[src/rtl/afifo_pkg.sv]
// Shared defaults and lane helpers for the async-FIFO read-side byte packer.
package afifo_pkg;

  localparam int unsigned DATA_W_DEF = 8;
  localparam int unsigned LANES_DEF  = 4;

  // Lane-valid mask for a partial word holding cnt bytes; callers truncate to LANES.
  function automatic logic [31:0] keep_from_cnt(input int unsigned cnt);
    return (32'd1 << cnt) - 32'd1;
  endfunction

  function automatic logic lane_kept(input int unsigned lane, input int unsigned cnt);
    return lane < cnt;
  endfunction

endpackage

[src/rtl/afifo_rd_tmo.sv]
// Idle-timeout counter: counts no-pop cycles while a partial word is held.
module afifo_rd_tmo #(
  parameter int unsigned TIMEOUT = 16
) (
  input  logic clk,
  input  logic rst,
  input  logic active,
  input  logic pop,
  input  logic clear,
  output logic expire
);

  if (TIMEOUT == 0) begin : g_off
    assign expire = 1'b0;
  end else begin : g_on
    localparam int unsigned W = $clog2(TIMEOUT + 1);
    logic [W-1:0] tmo;

    assign expire = active & !pop & !clear & (tmo == W'(TIMEOUT - 1));

    always_ff @(posedge clk or posedge rst) begin
      if (rst) begin
        tmo <= '0;
      end else if (clear | pop | !active | expire) begin
        tmo <= '0;
      end else begin
        tmo <= tmo + 1'b1;
      end
    end
  end

endmodule

[src/rtl/afifo_rd_packer.sv]
// Drains the async FIFO read port and packs LANES bytes per output word,
// flushing partial words on idle timeout or explicit request.
module afifo_rd_packer
  import afifo_pkg::*;
#(
  parameter int unsigned DATA_W  = DATA_W_DEF,
  parameter int unsigned LANES   = LANES_DEF,
  parameter int unsigned TIMEOUT = 16
) (
  input  logic                     rclk,
  input  logic                     rrst,
  input  logic                     rempty,
  input  logic [DATA_W-1:0]        rdata,
  output logic                     rinc,
  input  logic                     flush_req,
  output logic                     out_valid,
  input  logic                     out_ready,
  output logic [DATA_W*LANES-1:0]  out_data,
  output logic [LANES-1:0]         out_keep,
  output logic [15:0]              word_cnt
);

  localparam int unsigned CW = $clog2(LANES);
  localparam logic [CW-1:0] LAST = CW'(LANES - 1);

  logic [CW-1:0]                  cnt;
  logic [DATA_W-1:0]              acc [0:LANES-2];
  logic                           flush_pend;
  logic                           out_free;
  logic                           pop;
  logic                           word_done;
  logic                           do_flush;
  logic                           expire;
  logic [LANES-1:0]               keep_flush;
  logic [DATA_W*(LANES-1)-1:0]    acc_flat;
  logic [DATA_W*LANES-1:0]        acc_masked;

  assign out_free  = !out_valid | out_ready;
  // Pops stall while a flush is pending so the flushed word cannot grow under it.
  assign rinc      = !rrst & !rempty & !(flush_pend & (cnt != '0)) & ((cnt != LAST) | out_free);
  assign pop       = rinc;
  assign word_done = pop & (cnt == LAST);
  assign do_flush  = flush_pend & (cnt != '0) & out_free;
  assign keep_flush = LANES'(keep_from_cnt(32'(cnt)));

  always_comb begin
    acc_flat   = '0;
    acc_masked = '0;
    for (int i = 0; i < int'(LANES) - 1; i++) begin
      acc_flat[i*DATA_W +: DATA_W] = acc[i];
      if (lane_kept(i, 32'(cnt))) begin
        acc_masked[i*DATA_W +: DATA_W] = acc[i];
      end
    end
  end

  afifo_rd_tmo #(.TIMEOUT(TIMEOUT)) u_tmo (
    .clk    (rclk),
    .rst    (rrst),
    .active (cnt != '0),
    .pop    (pop),
    .clear  (do_flush),
    .expire (expire)
  );

  always_ff @(posedge rclk or posedge rrst) begin
    if (rrst) begin
      cnt        <= '0;
      flush_pend <= 1'b0;
      out_valid  <= 1'b0;
      out_data   <= '0;
      out_keep   <= '0;
      word_cnt   <= '0;
      for (int i = 0; i < int'(LANES) - 1; i++) begin
        acc[i] <= '0;
      end
    end else begin
      if (out_valid & out_ready) begin
        word_cnt <= word_cnt + 16'd1;
      end

      if (word_done) begin
        out_data   <= {rdata, acc_flat};
        out_keep   <= '1;
        cnt        <= '0;
        flush_pend <= 1'b0;
      end else if (do_flush) begin
        out_data   <= acc_masked;
        out_keep   <= keep_flush;
        cnt        <= '0;
        flush_pend <= 1'b0;
      end else begin
        if (pop) begin
          acc[cnt] <= rdata;
          cnt      <= cnt + 1'b1;
        end
        if ((flush_req | expire) & (cnt != '0)) begin
          flush_pend <= 1'b1;
        end
      end

      if (word_done | do_flush) begin
        out_valid <= 1'b1;
      end else if (out_ready) begin
        out_valid <= 1'b0;
      end
    end
  end

endmodule

[config.mk]
export PLATFORM = sky130hd
export DESIGN_NAME = afifo_rd_packer
export DESIGN_NICKNAME = d
export VERILOG_FILES = /design/src/rtl/afifo_pkg.sv /design/src/rtl/afifo_rd_tmo.sv /design/src/rtl/afifo_rd_packer.sv
export SDC_FILE = /design/constraint.sdc
export NUM_CORES = 1
export LEC_CHECK = 0
export CELL_PAD_IN_SITES_DETAIL_PLACEMENT = 1
export CELL_PAD_IN_SITES_GLOBAL_PLACEMENT = 1
export CORE_AREA = 3 3 94 96
export CTS_CLUSTER_DIAMETER = 50
export DETAILED_ROUTE_END_ITERATION = 16
export DIE_AREA = 0 0 97 99
export PLACE_DENSITY = 0.87
export SETUP_SLACK_MARGIN = 0.3
export SYNTH_ARGS = -nofsm -noshare
export SYNTH_HDL_FRONTEND = slang
export SYNTH_SLANG_ARGS = --single-unit
[constraint.sdc]
create_clock -name rclk -period 4.9 [get_ports rclk]
set_clock_uncertainty 0.05 [all_clocks]
set_input_delay 0.98 -clock rclk [delete_from_list [all_inputs] [get_ports rclk]]
set_output_delay 0.98 -clock rclk [all_outputs]
set_load 0.02 [all_outputs]
**Word level (Yosys, flattened, before mapping)**

Index checks and enable logic that the tools add are counted.
W data, S select, Z words.

- Word-level logic and storage cells: 77
- Output and inout bits: 54
- Register bits after elaboration: 85

- Shift-type cells: 1
- Muxes and demuxes: 19
- Reduce and logical (&&, ||, !) cells: 14
- $add $sub $neg: 4
- Bitwise gates (word level): 21
- Eq/ne operators: 3
- $lt $le $gt $ge: 5

Operators by type and width:

| cell | number |
|---|---|
| $mux W32 | 2 |
| $mux W8 | 4 |
| $bwmux W24 | 1 |
| $add A16 B1 Y16 const B | 1 |
| $demux W8 S2 | 1 |
| $and A1 B1 Y1 | 11 |
| $mux W4 | 2 |
| $logic_not A1 Y1 | 7 |
| $or A1 B1 Y1 | 7 |
| $mux W2 | 3 |
| $reduce_bool A2 Y1 | 3 |
| $reduce_bool A3 Y1 | 2 |
| $add A5 B1 Y5 const B | 1 |
| $eq A5 B4 Y1 const B | 1 |
| $mux W1 | 5 |
| $mux W5 | 1 |
| $lt A1 B2 Y1 const A | 2 |
| $shl A1 B2 Y4 const A | 1 |
| $sub A4 B1 Y4 const B | 1 |
| $ge A3 B3 Y1 const B | 1 |
| $lt A3 B1 Y1 const B | 1 |
| $not A2 Y3 | 1 |
| $reduce_and A3 Y1 | 1 |
| $add A2 B1 Y2 const B | 1 |
| other kinds (5) | 6 |

**Depth between registers and ports, before layout**

Gate-level depths: netlist of the first run.

- Word-level depth: 14
- Gate-level depth with buffers: 9
- Gate-level depth less buffers: 7

**Modules after synthesis**

A second synthesis of the first run with hierarchy kept.

- Cell total of the unflattened synthesis: 262
- Area total of the unflattened synthesis: 3449.6 µm²

By module, submodules not included:

| module | seq. area each (µm²) | cells each | times used | area each (µm²) |
|---|---|---|---|---|
| afifo_rd_packer | 2001.9 | 241 | 1 | 3214.3 |
| afifo_rd_tmo | 125.1 | 21 | 1 | 235.2 |

**Worst setup path before layout of the first run**

OpenSTA, ideal clock, no wires.

- Path kind: input-to-output
- From: input port rempty
- To: output port rinc
- Required time: 3870 ps
- Stages: 3
- Setup slack: 2040 ps
- Arrival: 1830 ps
- Cells stage by stage: or2_1 buf_6 nor3_1

- Word-level cells in the longest chain between the ends: 4

RTL lines:

| element | RTL line | source |
|---|---|---|
| start, declared | afifo_rd_packer.sv:12 | `input logic rempty,` |
| $logic_not A1 Y1 | afifo_rd_packer.sv:40 | `assign rinc = !rrst & !rempty & !(flush_pend & (cnt != '0)) & ((cnt != LAST) \| out_free);` |
| $and A1 B1 Y1 (3 in a row) | afifo_rd_packer.sv:40 |  |
| end, declared | afifo_rd_packer.sv:14 | `output logic rinc,` |

Every way passes these cells.

**Worst setup path in the final report of the first run**

- From: input port rrst
- To: output port rinc

- Word-level cells in the longest chain between the ends: 4

RTL lines:

| element | RTL line | source |
|---|---|---|
| start, declared | afifo_rd_packer.sv:11 | `input logic rrst,` |
| $logic_not A1 Y1 (no line) | -- |  |
| $and A1 B1 Y1 (3 in a row) | afifo_rd_packer.sv:40 |  |

Every way passes these cells.

==> results of run 1 <==
area by class of cell:
type                       instances  share of cell area, %
sequential                        85                  46.54
multi-input combinational        172                  30.19
timing repair buffer              68                  14.78
clock buffer                      11                  3.093
tap                              105                  2.874
clock inverter                     5                  1.834
inverter                           8                 0.6844
critical path, delay by kind of cell:
family / cells / cell delay (ns)
and+or+nand+nor: 2 / 0.61
buffers and inverters: 2 / 1.14
where the power goes:
group	internal, W	switching [W]	total (W)
clock network	0.000302	0.000253	0.000556
logic	0.000545	0.000513	0.00106
registers	0.000963	0.000205	0.00117
placed cells by master (no fill, tap or decap), types with 2 or more instances in the layout:
cell type and count:
dfrtp_1 85, clkdlybuf4s50_1 66, nand2_1 24, mux2_2 17, mux2_4 16, a22o_1 16, o21ai_0 15, nor2_1 14
xnor2_1 11, clkbuf_8 10, ha_1 9, inv_1 7, nand3_1 6, xor2_1 6, a21oi_1 4, nor2b_1 3
and3_1 3, nand2b_1 3, nand2_4 2, and2_1 2, nor3_1 2, o22ai_1 2, nand4_1 2, a22oi_1 2
clkinvlp_4 2, bufinv_16 2, buf_4 2
kinds of logic after synthesis:
kind of cell             count (synthesis)  share of synthesized area, %
AO/OA/AOI/OAI                           42                         8.180
XOR/XNOR                                17                         4.125
flip-flops                              85                         58.93
adder cells (fa/ha/maj)                  9                         3.120
AND/OR/NAND/NOR                         70                         10.54
buffers and inverters                   18                         2.842
multiplexers                            34                         12.27
registers in the layout, indices dropped and copies added (netlist names):
signal,cells
acc,24
cnt,2
out_data,32
flush_pend,1
out_keep,4
u_tmo.g_on.tmo,5
out_valid,1
word_cnt,16
per-stage QoR:
step / power [W] / instance area [sq um] / hold WS (ns) / worst slack (ns) / util (%)
floorplan: 0.001778 / 3610 / 0.3829 / 1.677 / -
global placement: 0.002170 / 4345 / 0.3983 / 1.160 / 53.42
detailed placement: 0.002238 / 4345 / 0.4320 / 1.132 / 53.42
CTS: 0.002812 / 4571 / 0.4538 / 1.127 / 56.19
global route: 0.002943 / 4571 / 0.4726 / 1.084 / 56.19
finish: 0.002782 / 4571 / 0.4389 / 1.147 / 56.19
layer usage:
layer	GRT usage [%]	share of wire (%)
met1	23.82	42
met2	33.76	52
met3	3.185	3.3
met4	7.775	2.3
met5	0	0
worst paths after layout:
kind	end	depth (start not counted)	start
setup / recovery	rinc	4	rrst
hold / removal	word_cnt[15]	1	word_cnt[15]
setup reg to reg	out_data[2]	6	cnt[1]
hold reg to reg	word_cnt[15]	1	word_cnt[15]
max in group asynchronous	acc[17]	3	rrst
min in group asynchronous	acc[20]	2	rrst
==> flow_summary.toml, run 1 <==
[clocking]
cts_tree = "built"
cts_sinks = 85
cts_buffers = 9
postCtsResizedCells = 0
clk_path_buf_depth = 2
ctsHoldBuffers = 0
insertion_delay_ns = 0.35
cts-root-buf = "clkbuf_8"
clkTransAtPathRegs_ns = 0.09
cts_setup_buffers = 0
h-tree-depth = 3

[floorplan]
die_height_microns = 99
io_pins = 67
core_area_sq_um = 8134
die_w_microns = 97
num_rows = 33
start_util_pct = 44.38
die_area_sq_um = 9603

[timing]
final_max_slew_viol_count = 0
rsz0062_at_grt = "no"
worst_pin_slew_ns = 1.109
slew_headroom_pct = 25.75
fmax_mhz = 266.4
finalCritPeriodShare_pct = 76.60
fin_crit_ns = 3.753
hold_viol_final = 0
fin_setup_tns_ns = 0
setup-violations-final = 0

[synthesis]
synthTopCellsByArea = "dfrtp_1 (59%), mux2_4 (6.7%), mux2_2 (5.3%)"
synth_top_area_cell = "dfrtp_1"
synthesis.nets = 297
yosysSeqAreaShare_pct = 58.93
synth_warnings = 0
postSynthAreaPerCell_sq_um = 13.13
postSynth.asyncResetShare_pct = 100.0
ys.flop_type = "dfrtp_1"
synth_common_cells = "dfrtp_1 (85), nand2_1 (24), mux2_2 (17), a22o_1 (16), mux2_4 (16)"
netlist.area_leader.share_pct = 58.93
synth_edf_count = 0
synth.distinct_cells = 39
postSynthCellCount = 275
synth_seq_cells = 85
synth_most_common_cell = "dfrtp_1"
netlist_area_sq_um = 3610

[critical_path]
crit_type = "in2out"
cp.arrival_ns = 2.72
end_kind = "primary output"
crit_slowest_cell = "clkdlybuf4s50_1"
crit_chain = "clkdlybuf4s50_1 > or2_1 > nor3_1 > clkdlybuf4s50_1"
critPathLaunchType = "input pin"
reg2reg_slack_ns = 2.10
required_ns = 3.87
critical-path-max-stage-delay_ns = 0.65
cpMostUsedCell = "clkdlybuf4s50_1"
critPathMaxFanout = 7

[final_layout]
ff_latch_area_sq_um = 2127
nFillCells = 816
drive_above_1_share_pct = 17.48
area_growth_pct = 26.62
antenna_cells = 0
nNetsFinal = 366
fin_cells = 454
multi_input_area_sq_um = 1380

[grt]
grt_antenna_before_repair = 0
grt_pass1_vias = 2639
grt_overflow = 0
globalRouteTotalUtil_pct = 19.28
grt_pass1_wl_mm = 14.40
grt_max_degree = 66

[hold_path]
min_path_type = "reg2reg"

[placed_design]
dp_cells = 438
portBuffers = 66
dpl.hpwl_mm = 6.027
gp_congestion = 0.7425

[detailed_routing]
first_iter_violations = 52
avgRoutedWirePerCell_microns = 18.98
first_pass_iters = 4
vias = 2373
viasPerCell = 5.227
drc = 0
drtAntennaViolNets = 0
wirelength_mm = 8.617

[power_and_ir_drop]
p_leak_nw = 2.083
ir_worst_vdd_uv = 296.7
power_density_nw_per_um2 = 608.7

[run_status]
status = "completed"

[flow_run]
cap_violations = 0
Power figures use the tool's default switching activity.
==> inputs of run 2 (changes only) <==
--- a/config.mk
+++ b/config.mk
@@ -7,11 +7,11 @@
 export LEC_CHECK = 0
 export CELL_PAD_IN_SITES_DETAIL_PLACEMENT = 1
 export CELL_PAD_IN_SITES_GLOBAL_PLACEMENT = 1
-export CORE_AREA = 3 3 94 96
+export CORE_AREA = 3 3 97 99
 export CTS_CLUSTER_DIAMETER = 50
 export DETAILED_ROUTE_END_ITERATION = 16
-export DIE_AREA = 0 0 97 99
-export PLACE_DENSITY = 0.87
+export DIE_AREA = 0 0 100 102
+export PLACE_DENSITY = 0.82
 export SETUP_SLACK_MARGIN = 0.3
 export SYNTH_ARGS = -nofsm -noshare
 export SYNTH_HDL_FRONTEND = slang
==> constraint.sdc (replaced) <==
create_clock -name rclk -period 3.9 [get_ports rclk]
set_clock_uncertainty 0.05 [all_clocks]
set_input_delay 0.78 -clock rclk [delete_from_list [all_inputs] [get_ports rclk]]
set_output_delay 0.78 -clock rclk [all_outputs]
set_load 0.02 [all_outputs]
==> run 2 against run 1 <==
Die area grew 6.2%. Routed wire length fell by 4.6%. Highest routed layer unchanged. Total power grew 27%. Utilization decreased by 2.8 points. Sequential share of layout area decreased by 0.42 points.
==> flow_summary.toml, run 2 (same netlist as run 1, synthesis figures left out) <==
[grt]
grt_pass1_wl_mm = 13.84
grt_overflow = 0
grt_max_degree = 48
grt_antenna_before_repair = 0
grt_pass1_vias = 2573
globalRouteTotalUtil_pct = 17.49

[timing]
rsz0062_at_grt = "no"
slew_headroom_pct = 24.19
worst_pin_slew_ns = 1.133
fin_crit_ns = 3.300
fin_setup_tns_ns = 0
setup_slack_ns = 0.6000
finalCritPeriodShare_pct = 84.62
hold_viol_final = 0
fmax_mhz = 303.0
setup-violations-final = 0
final_max_slew_viol_count = 0

[clocking]
clk_path_buf_depth = 2
postCtsResizedCells = 0
cts_buffers = 9
ctsHoldBuffers = 0
cts_setup_buffers = 0
cts-root-buf = "clkbuf_8"
cts_tree = "built"
cts_sinks = 85
insertion_delay_ns = 0.35
clkTransAtPathRegs_ns = 0.08
h-tree-depth = 3

[critical_path]
critPathMaxFanout = 7
cp.arrival_ns = 2.47
critPathLaunchType = "input pin"
critPathTopFamily = "buffers and inverters"
r2r_end = "out_data[2]"
path_depth = 4
end_kind = "primary output"
cpMostUsedCell = "clkdlybuf4s50_1"
critical-path-max-stage-delay_ns = 0.63
crit_type = "in2out"
crit_end = "rinc"
crit_chain = "clkdlybuf4s50_1 > or2_1 > nor3_1 > clkdlybuf4s50_1"
required_ns = 3.07
critPathLaunch = "rrst"
reg2reg_depth = 6
crit_slowest_cell = "clkdlybuf4s50_1"
reg2reg_slack_ns = 1.06
cp.buffers_inverters = 2
r2r-start = "cnt[1]"

[floorplan]
die_area_sq_um = 10200
die_w_microns = 100
core_area_sq_um = 8636
start_util_pct = 41.80
io_pins = 67
die_height_microns = 102
num_rows = 34

[final_layout]
antenna_cells = 0
final_common_cell = "dfrtp_1"
nFillCells = 888
nNetsFinal = 366
final_cell_mix = "dfrtp_1 (85), clkdlybuf4s50_1 (66), nand2_1 (24)"
drive_above_1_share_pct = 17.77
largestRegisters = "out_data x32, acc x24, word_cnt x16"
area_growth_pct = 27.76
regMostFlops = "out_data"
largest_reg_flops = 32

[power_and_ir_drop]
power_density_nw_per_um2 = 769.0
switching_share_pct = 34.29
ir_worst_vdd_uv = 355.3
p_leak_nw = 2.104
netSwitchingPower_w = 0.001216
power.internal_w = 0.002330
seqPwrFrac_pct = 41.1
pwr-share-comb_pct = 37.1
clock_power_share_pct = 21.9

[detailed_routing]
drtAntennaViolNets = 0
wirelength_mm = 8.220
drc = 0
viasPerCell = 5.206
first_iter_violations = 77
avgRoutedWirePerCell_microns = 17.99
vias = 2379
first_pass_iters = 4

[placed_design]
gp_congestion = 0.8129
pre_cts_ws_ns = 0.5730
portBuffers = 66
dpl.hpwl_mm = 5.759

[flow_run]
cap_violations = 0

[hold_path]
min_path_type = "reg2reg"

[run_status]
status = "completed"
run 2: how the worst min path moves through the flow:
stage                      start                 to  depth (start not counted)
2_1_floorplan  u_tmo.g_on.tmo[0]  u_tmo.g_on.tmo[0]                          1
3_3_place_gp   u_tmo.g_on.tmo[0]  u_tmo.g_on.tmo[0]                          1
3_5_place_dp   u_tmo.g_on.tmo[0]  u_tmo.g_on.tmo[0]                          1
4_1_cts             word_cnt[15]       word_cnt[15]                          1
5_1_grt             word_cnt[15]       word_cnt[15]                          1
6_report            word_cnt[15]       word_cnt[15]                          1
run 2: metal layers:
| metal | vias up | share of wire (%) | global-route usage (%) |
|---|---|---|---|
| met4 | 0 | 0.92 | 4.352 |
| met2 | 55 | 51 | 29.40 |
| met3 | 6 | 3.6 | 4.505 |
| met1 | 1228 | 45 | 22.81 |
| li1 | 1090 | - | - |
| met5 | - | 0 | 0 |
run 2: worst reg2reg max path, delay by kind of cell (launching register included):
family	cells	cell delay, ns
AO/OA/AOI/OAI	1	0.89
buffers and inverters	2	0.40
multiplexers	1	0.44
flip-flops	1	0.57
AND/OR/NAND/NOR	1	0.10
adder cells (fa/ha/maj)	1	0.29
run 2: cell type report:
| cell class | count | area (sq um) | area share, % |
|---|---|---|---|
| Sequential cell | 85 | 2127 | 46.12 |
| Multi-Input combinational cell | 172 | 1380 | 29.92 |
| Timing Repair Buffer | 68 | 688.2 | 14.92 |
| Tap cell | 108 | 135.1 | 2.930 |
| Clock inverter | 7 | 126.4 | 2.740 |
| Clock buffer | 9 | 123.9 | 2.686 |
| Inverter | 8 | 31.28 | 0.6782 |
run 2: through the flow:
step	instance area (sq um)	utilization (%)	total power (W)	std cells	hold WS, ns
floorplan	3610	-	0.002233	275	0.3829
global placement	4362	50.51	0.002731	441	0.4013
detailed placement	4362	50.51	0.002791	441	0.4065
CTS	4612	53.40	0.003586	457	0.4383
global route	4612	53.40	0.003759	457	0.4686
finish	4612	53.40	0.003546	457	0.4266
run 2: power by group through the flow:
stage               combinational (W)  sequential (W)  clock [W]
finish                        0.00131         0.00146   0.000776
global route                  0.00142         0.00151   0.000830
CTS                           0.00134         0.00146   0.000789
detailed placement            0.00132         0.00147          0
global placement              0.00128         0.00145          0
floorplan                    0.000607         0.00163          0
==> inputs of run 3 (changes only) <==
--- a/config.mk
+++ b/config.mk
@@ -7,11 +7,11 @@
 export LEC_CHECK = 0
 export CELL_PAD_IN_SITES_DETAIL_PLACEMENT = 1
 export CELL_PAD_IN_SITES_GLOBAL_PLACEMENT = 1
-export CORE_AREA = 3 3 97 99
+export CORE_AREA = 3 3 102 104
 export CTS_CLUSTER_DIAMETER = 50
 export DETAILED_ROUTE_END_ITERATION = 16
-export DIE_AREA = 0 0 100 102
-export PLACE_DENSITY = 0.82
+export DIE_AREA = 0 0 105 107
+export PLACE_DENSITY = 0.79
 export SETUP_SLACK_MARGIN = 0.3
 export SYNTH_ARGS = -nofsm -noshare
 export SYNTH_HDL_FRONTEND = slang
==> constraint.sdc (replaced) <==
create_clock -name rclk -period 2.7 [get_ports rclk]
set_clock_uncertainty 0.05 [all_clocks]
set_input_delay 0.54 -clock rclk [delete_from_list [all_inputs] [get_ports rclk]]
set_output_delay 0.54 -clock rclk [all_outputs]
set_load 0.02 [all_outputs]
==> run 3 against run 2 <==
Cell count grew 8.1%. Non-clock buffer count rose by 12. Hold slack lost 0.012 ns. Sequential power up 43%. Clock power grew 9.4%. Combinational power grew 52%. Count of clock-buffer cells in the layout stayed put. Routed wire length shrank 0.19%. Critical path type is now reg2reg. Critical endpoint is now out_data[4].
==> flow_summary.toml, run 3 (same netlist as run 1, synthesis figures left out) <==
[run_status]
status = "completed"

[timing]
hold_ws_ns = 0.4151
hold_viol_final = 0
final_max_slew_viol_count = 0
finalCritPeriodShare_pct = 83.35
worst_pin_slew_ns = 0.5086
fin_setup_tns_ns = 0
fin_crit_ns = 2.250
rsz0062_at_grt = "no"
setup-violations-final = 0
fmax_mhz = 444.4
slew_headroom_pct = 65.81

[floorplan]
die_area_sq_um = 11240
die_height_microns = 107
die_w_microns = 105
start_util_pct = 37.45
core_area_sq_um = 9639
num_rows = 36
io_pins = 67

[final_layout]
final_cell_mix = "dfrtp_1 (85), clkdlybuf4s50_1 (65), nand2_1 (24)"
antenna_cells = 0
area_growth_pct = 29.84
nNetsFinal = 378
regMostFlops = "out_data"
drive_above_1_share_pct = 21.61
largest_reg_flops = 32
final_common_cell = "dfrtp_1"
largestRegisters = "out_data x32, acc x24, word_cnt x16"

[detailed_routing]
viasPerCell = 4.773
first_pass_iters = 4
avgRoutedWirePerCell_microns = 16.61
drc = 0
vias = 2358
first_iter_violations = 50
drtAntennaViolNets = 0
wirelength_mm = 8.204

[grt]
grt_overflow = 0
globalRouteTotalUtil_pct = 15.47
grt_pass1_wl_mm = 13.69
grt_pass1_vias = 2616
grt_antenna_before_repair = 0
grt_max_degree = 70

[clocking]
clkTransAtPathRegs_ns = 0.10
h-tree-depth = 3
cts-root-buf = "clkbuf_8"
cts_sinks = 85
cts_buffers = 9
clk_path_buf_depth = 2
insertion_delay_ns = 0.35
cts_tree = "built"
ctsHoldBuffers = 0

[critical_path]
r2r_end = "out_data[4]"
critPathMaxFanout = 29
reg2reg_depth = 6
cp.arrival_ns = 2.43
reg2reg_slack_ns = 0.45
critPathLaunchType = "flip-flop"
crit_type = "reg2reg"
end_kind = "flip-flop"
r2r-start = "cnt[0]"
required_ns = 2.88

[power_and_ir_drop]
ir_worst_vdd_uv = 422.0
p_leak_nw = 2.132
power_density_nw_per_um2 = 1051

[placed_design]
dpl.hpwl_mm = 5.926
portBuffers = 66
gp_congestion = 0.7521

[hold_path]
holdCritStartpoint = "u_tmo.g_on.tmo[0]"
min_path_type = "reg2reg"
min_path_cells = 1
min_to = "u_tmo.g_on.tmo[0]"

[flow_run]
cap_violations = 0
run 3: worst max path at each step:
stage	startpoint	slack, ns	cells past startpoint	end
floorplan	cnt[1]	0.47	6	rinc
global placement	rempty	0.04	4	rinc
detailed placement	rempty	0.01	4	rinc
CTS	cnt[0]	0.34	5	rinc
global route	cnt[0]	0.36	6	out_data[4]
finish	cnt[0]	0.45	6	out_data[4]
run 3: cell type report:
type                    instances  area (sq um)
clock buffers                   9         123.9
clock inverters                 7         57.56
fillers                      1034          4952
inverters                       8         33.78
multi-input cells             172          1393
flip-flops and latches         85          2127
well taps                     133         166.4
repair buffers                 80         785.8
run 3: per-layer routing:
metal	vias to the layer above	global-route usage, %	wire [microns]
met4	0	4.967	128
met2	45	25.62	4053
met5	-	0	0
met1	1190	20.30	3749
met3	10	3.371	273
li1	1113	-	-
run 3: per-stage QoR:
step | area (sq um) | std cells | worst slack (ns) | power [W] | utilization [%]
final | 4687 | 494 | 0.4496 | 0.004927 | 48.62
after floorplan | 3613 | 275 | 0.4712 | 0.003226 | -
after global routing | 4687 | 494 | 0.3553 | 0.005240 | 48.62
after detailed placement | 4498 | 478 | 0.01361 | 0.004117 | 46.66
after CTS | 4693 | 494 | 0.3353 | 0.004992 | 48.69
after global placement | 4498 | 478 | 0.03640 | 0.004009 | 46.66
run 3: where the power goes:
group          internal [W]  total, W  switching (W)
registers           0.00175   0.00209       0.000339
clock network      0.000347  0.000849       0.000502
logic               0.00105   0.00199       0.000940
total               0.00315   0.00493        0.00178
run 3: repair_timing:
item	4_1_cts	5_1_grt
pin swaps	0	0
cloned	0	0
resized for setup	6	3
setup buffers	0	0
setup endpoints to repair	1	4
run 3: worst max-delay path, stage by stage (launching register included):
cell and delay [ns]:
dfrtp_1 0.46, ha_1 0.28, buf_4 0.18, nor3b_2 0.18
o21ai_4 0.38, buf_12 0.24, mux2_2 0.35
